**config.mk**
```make
export PLATFORM = sky130hd
export DESIGN_NAME = res_station
export DESIGN_NICKNAME = d
export VERILOG_FILES = /design/src/rtl/res_station.sv
export SDC_FILE = /design/constraint.sdc
export NUM_CORES = 1
export LEC_CHECK = 0
export ABC_AREA = 1
export CORE_ASPECT_RATIO = 0.9
export CORE_MARGIN = 2
export CORE_UTILIZATION = 50
export DETAILED_ROUTE_END_ITERATION = 8
export PLACE_DENSITY = 0.79
export SETUP_SLACK_MARGIN = 0.2
export SYNTH_ARGS = -nofsm -noshare
export SYNTH_HDL_FRONTEND = slang
export SYNTH_SLANG_ARGS = --single-unit
```
**constraint.sdc**
```tcl
create_clock -name clk -period 3.4 [get_ports clk]
set_input_delay 0.34 -clock clk [delete_from_list [all_inputs] [get_ports clk]]
set_output_delay 0.34 -clock clk [all_outputs]
set_load 0.03 [all_outputs]
```
**src/rtl/res_station.sv**
```systemverilog
// Reservation station: age-matrix oldest-ready select, CDB wakeup, BRB clean/kill.
// Optional RS_CDB_BYPASS_EN: same-cycle CDB match also counts toward ready.
package backend_types;
  localparam int PHYS_REG_WIDTH = 6;
  localparam int COB_DEPTH = 4;

  typedef struct packed {
    logic [7:0]                uop;
    logic [PHYS_REG_WIDTH-1:0] prd;
    logic [PHYS_REG_WIDTH-1:0] prs1_addr;
    logic                      prs1_ready;
    logic [PHYS_REG_WIDTH-1:0] prs2_addr;
    logic                      prs2_ready;
    logic [COB_DEPTH-1:0]      branch_mask;
  } res_entry_t;
endpackage

module res_station #(
  parameter int DEPTH = 8,
  parameter int PHYS_REG_WIDTH = backend_types::PHYS_REG_WIDTH,
  parameter int COB_DEPTH = backend_types::COB_DEPTH,
  localparam int CW = $clog2(DEPTH) + 1,
  localparam int IW = $clog2(DEPTH),
  localparam int TW = $clog2(COB_DEPTH)
) (
  input  logic                      clk,
  input  logic                      rst_n,
  input  logic                      wen,
  input  backend_types::res_entry_t wdata,
  output logic                      full,
  output logic [CW-1:0]             count,
  input  logic                      cdb_valid,
  input  logic [PHYS_REG_WIDTH-1:0] cdb_prd,
  input  logic                      brb_broadcast,
  input  logic                      brb_clean,
  input  logic                      brb_kill,
  input  logic [TW-1:0]             brb_tag,
  output logic                      issue_valid,
  input  logic                      issue_ready,
  output backend_types::res_entry_t issue_data
);

  logic [DEPTH-1:0]          valid_q;
  backend_types::res_entry_t ent_q [DEPTH];
  logic [DEPTH-1:0]          older_q [DEPTH];

  logic [DEPTH-1:0] hit1, hit2, r1, r2, rdy, sel;
  backend_types::res_entry_t sel_ent, wr_ent;
  logic [COB_DEPTH-1:0] sel_mask;
  logic [IW-1:0]        free_idx;
  logic                 do_clean, do_kill, kill_sel, fire, wr_en;

  assign do_clean = brb_broadcast && brb_clean;
  assign do_kill  = brb_broadcast && brb_kill;

  always_comb begin
    hit1     = '0;
    hit2     = '0;
    r1       = '0;
    r2       = '0;
    rdy      = '0;
    sel      = '0;
    sel_ent  = '0;
    sel_mask = '0;
    for (int i = 0; i < DEPTH; i++) begin
      hit1[i] = cdb_valid && (ent_q[i].prs1_addr == cdb_prd);
      hit2[i] = cdb_valid && (ent_q[i].prs2_addr == cdb_prd);
`ifdef RS_CDB_BYPASS_EN
      r1[i] = ent_q[i].prs1_ready | hit1[i];
      r2[i] = ent_q[i].prs2_ready | hit2[i];
`else
      r1[i] = ent_q[i].prs1_ready;
      r2[i] = ent_q[i].prs2_ready;
`endif
      rdy[i] = valid_q[i] & r1[i] & r2[i];
    end
    for (int i = 0; i < DEPTH; i++) begin
      sel[i] = rdy[i] && !(|(rdy & older_q[i]));
      if (sel[i]) begin
        sel_ent            = ent_q[i];
        sel_ent.prs1_ready = r1[i];
        sel_ent.prs2_ready = r2[i];
        sel_mask           = ent_q[i].branch_mask;
        if (do_clean) sel_ent.branch_mask[brb_tag] = 1'b0;
      end
    end
  end

  assign kill_sel    = do_kill && sel_mask[brb_tag];
  assign issue_valid = (|rdy) && !kill_sel;
  assign issue_data  = sel_ent;
  assign fire        = issue_valid && issue_ready;

  always_comb begin
    free_idx = '0;
    for (int i = DEPTH - 1; i >= 0; i--)
      if (!valid_q[i]) free_idx = IW'(i);
  end

  always_comb begin
    wr_ent = wdata;
    if (cdb_valid && wdata.prs1_addr == cdb_prd) wr_ent.prs1_ready = 1'b1;
    if (cdb_valid && wdata.prs2_addr == cdb_prd) wr_ent.prs2_ready = 1'b1;
    if (do_clean) wr_ent.branch_mask[brb_tag] = 1'b0;
  end

  assign full  = &valid_q;
  assign wr_en = wen && !full && !(do_kill && wdata.branch_mask[brb_tag]);

  always_comb begin
    count = '0;
    for (int i = 0; i < DEPTH; i++)
      count = count + CW'(valid_q[i]);
  end

  always_ff @(posedge clk or negedge rst_n) begin
    if (!rst_n) begin
      valid_q <= '0;
      for (int i = 0; i < DEPTH; i++) begin
        older_q[i] <= '0;
        ent_q[i]   <= '0;
      end
    end else begin
      for (int i = 0; i < DEPTH; i++) begin
        if (valid_q[i]) begin
          if (hit1[i]) ent_q[i].prs1_ready <= 1'b1;
          if (hit2[i]) ent_q[i].prs2_ready <= 1'b1;
          if (do_clean) ent_q[i].branch_mask[brb_tag] <= 1'b0;
          if ((do_kill && ent_q[i].branch_mask[brb_tag]) || (fire && sel[i]))
            valid_q[i] <= 1'b0;
        end
      end
      // new slot is younger than every slot valid now; clear stale column
      if (wr_en) begin
        valid_q[free_idx] <= 1'b1;
        ent_q[free_idx]   <= wr_ent;
        older_q[free_idx] <= valid_q;
        for (int j = 0; j < DEPTH; j++)
          if (IW'(j) != free_idx) older_q[j][free_idx] <= 1'b0;
      end
    end
  end

`ifndef SYNTHESIS
  a_no_write_when_full: assert property (
    @(posedge clk) disable iff (!rst_n) !(wen && full)
  );
`endif

endmodule

```
==> results of run 1 <==
## repair_timing
action | in CTS | in global routing
resized for setup | 125 | 66
hold buffers | 1 | 0
buffers inserted | 30 | 12
endpoints found under the hold margin | 77 | 0
setup endpoints to repair | 34 | 41
pin swaps | 39 | 48
cloned | 5 | 0
## registers in the layout (all words and copies together), names as in the netlist
register  flops
valid_q       8
ent_q       256
older_q      64
## worst max-delay path by stage
stage	end	slack [ns]	cells after the start
2_1_floorplan	count[1]	0.22	9
3_3_place_gp	count[3]	0.15	9
3_5_place_dp	count[3]	0.14	9
4_1_cts	count[2]	-0.35	10
5_1_grt	count[2]	-0.44	10
6_report	count[2]	-0.32	10
## routing by layer
metal | vias to the layer above | routed length (um) | global-route usage, %
met2 | 1162 | 27100 | 51.1
met5 | - | 0 | 0
met1 | 8115 | 23100 | 46.7
met4 | 0 | 2820 | 15.1
li1 | 7389 | - | -
met3 | 248 | 6790 | 6.51
## where the power goes
part	total, mW	leakage [nW]	switching (mW)	internal (mW)
combinational	11.2	5.07	6.67	4.57
sequential	6.76	4.18	1.38	5.38
clock	4.19	0.619	1.71	2.48
## cells in the final DEF (no fill, tap or decap), types with 14 or more instances in the layout
cell / netlist / final
clkdlybuf4s50_1: 0 / 47
a21oi_1: 77 / 65
o211ai_1: 61 / 61
clkbuf_16: 0 / 38
buf_4: 9 / 84
nor2_1: 108 / 96
nand3_1: 60 / 49
o21ai_1: 145 / 133
nand4_1: 54 / 54
xor2_1: 14 / 14
buf_12: 0 / 38
nand2_1: 494 / 473
a221oi_1: 17 / 17
nand2_2: 7 / 21
dfrtp_1: 328 / 317
inv_1: 196 / 192
buf_6: 5 / 21
inv_2: 25 / 24
o21ai_0: 201 / 199
o22ai_1: 42 / 42
## final cells by class
class                      count  area share, %
multi-input combinational   1429           37.4
timing repair inverter         1         0.0530
timing repair buffer         202           10.9
tap                          462           2.72
antenna                        1         0.0118
clock buffer                  53           5.11
inverter                     224           4.21
clock inverter                12          0.853
sequential                   328           38.7
## stage by stage
step	setup TNS, ns	hold WS [ns]
6_report	-1.93	0.410
5_1_grt	-5.79	0.472
3_5_place_dp	0	0.397
4_1_cts	-0.913	0.436
2_1_floorplan	0	0.0444
3_3_place_gp	0	0.393
## logic make-up (layout without fill, tap and decap cells)
group / count (synthesis) / after routing / share of synthesized area, %
buffers and inverters: 360 / 492 / 8.65
AND/OR/NAND/NOR: 775 / 775 / 19.9
other: 0 / 1 / 0
AO/OA/AOI/OAI: 625 / 625 / 21.7
flip-flops: 328 / 328 / 48.0
XOR/XNOR: 21 / 21 / 1.07
adder cells (fa/ha/maj): 8 / 8 / 0.760
==> impl_metrics.env, run 1 <==
export IMPL_status="finished with violations"
export IMPL_violations="setup timing"
export IMPL_slowest_delay_ns=0.54
export IMPL_clkSinkCount=328
export IMPL_crit_start="valid_q[0]"
export IMPL_syn2layout_area_growth_pct=24.2
export IMPL_place_ws_ns=0.141
export IMPL_hold_path_class="in -> async"
export IMPL_grt_max_degree=82
export IMPL_clock_root_buffer="clkbuf_16"
export IMPL_ant_nets=0
export IMPL_slew_violations=0
export IMPL_cp_start_kind="register"
export IMPL_ys_warn_count=0
export IMPL_grt_pass1_wl_um=92800
export IMPL_worstPathRequired_ns=3.06
export IMPL_synth_main_ff_cell="dfrtp_1"
export IMPL_detailed_place_hpwl_um=37500
export IMPL_wl_per_cell_um=22.0
export IMPL_worst_slew_pin_slew_ns=0.925
export IMPL_skew_ns=0.0149
export IMPL_fill_cells=2742
export IMPL_rrSetupSlack_ns=0.51
export IMPL_rsz0062_at_grt="true"
export IMPL_crit_buf_inv=4
export IMPL_synthTopCellsByArea="dfrtp_1 (48%), nand2_1 (11%), o21ai_0 (5.9%)"
export IMPL_insertion_delay_ns=0.54
export IMPL_criticalPathCategory="reg -> out"
export IMPL_async_flop_share_pct=100
export IMPL_hold_viol=0
export IMPL_worstPathArrival_ns=3.38
export IMPL_cts_tree="built"
export IMPL_multi_input_area_um2=7950
export IMPL_setup_ws_ns=-0.324
export IMPL_path_max_fanout=2
export IMPL_synth_edf_count=0
export IMPL_stdcell_area_um2=21300
export IMPL_yosysMostFrequentCell="nand2_1"
export IMPL_min_period_over_period_pct=110
export IMPL_avgViaCountPerCell=6.24
export IMPL_seq_area_um2=8220
export IMPL_grtUsageTotal_pct=33.6
export IMPL_p_leak_nw=9.87
export IMPL_netlist_area_leader_share_pct=48.0
export IMPL_ys_seq_elements=328
export IMPL_cts_made_buffers=38
export IMPL_num_rows=64
export IMPL_vias=16900
export IMPL_synth_area_um2=17100
export IMPL_p_total_mw=22.2
export IMPL_vdd_drop_max_mv=0.863
export IMPL_clk_pin_slew_ns=0.06
export IMPL_r2r_start="valid_q[7]"
export IMPL_floorplan_die_area_um2=35700
export IMPL_endpoint_kind="output pin"
export IMPL_place_area_um2=18700
export IMPL_avgSynthCellArea_um2=8.08
export IMPL_yosysTopAreaCell="dfrtp_1"
export IMPL_ff2ff_path_depth=13
export IMPL_grt_pass1_vias=16300
export IMPL_slew_headroom_pct=38.1
export IMPL_initial_core_util_pct=50.5
export IMPL_period_minus_slack_ns=3.72
export IMPL_synth_nets=2173
export IMPL_io_pins=86
export IMPL_core_area_um2=33900
export IMPL_die_h_um=180
export IMPL_drive_above_1_share_pct=17.9
export IMPL_drt_iter0_markers=2462
export IMPL_htree_levels=2
export IMPL_nets=2280
export IMPL_drt_total_wl_um=59800
export IMPL_crit_top_cell="fa_1"
export IMPL_routabilityCongestion=0.963
export IMPL_yosys_top_cells_count="nand2_1 (494), dfrtp_1 (328), o21ai_0 (201), inv_1 (196), o21ai_1 (145)"
export IMPL_powerDensity_nw_per_um2=1040
export IMPL_dieWidth_um=199
export IMPL_r2r_end="ent_q[171]"
export IMPL_slowest_stage="fa_1"
export IMPL_synthCells=2117
export IMPL_maxClockFrequency_mhz=269
export IMPL_place_inst=2598
export IMPL_grt_overflow=0
export IMPL_ys_types=60
export IMPL_crit_chain="fa_1 > inv_1 > fa_1 > fa_1 > inv_2 > ha_4 > inv_2 > fa_2 > xnor2_4 > buf_6"
export IMPL_ys_seq_area_share_pct=48.0
export IMPL_portBuffers=85
export IMPL_antenna_found_initial=1
export IMPL_firstDrtPassIters=6
export IMPL_drv_cap=0
export IMPL_cts_max_path_buffers=3
export IMPL_postLayoutCoreUtil_pct=62.8
export IMPL_setup_violations=26
export IMPL_instances_no_fill=2712
export IMPL_drc=0
export IMPL_cp_top_family="adder cells"
Note: power is estimated with default switching activity, not from simulation.
==> run 2, diff against run 1 <==
--- a/config.mk
+++ b/config.mk
@@ -10,6 +10,7 @@
 export CORE_MARGIN = 2
 export CORE_UTILIZATION = 50
 export DETAILED_ROUTE_END_ITERATION = 8
+export HOLD_SLACK_MARGIN = 0.12
 export PLACE_DENSITY = 0.79
 export SETUP_SLACK_MARGIN = 0.2
 export SYNTH_ARGS = -nofsm -noshare
==> results of run 2 <==
No change in the layout: final DEF, timing and power equal those of run 1.
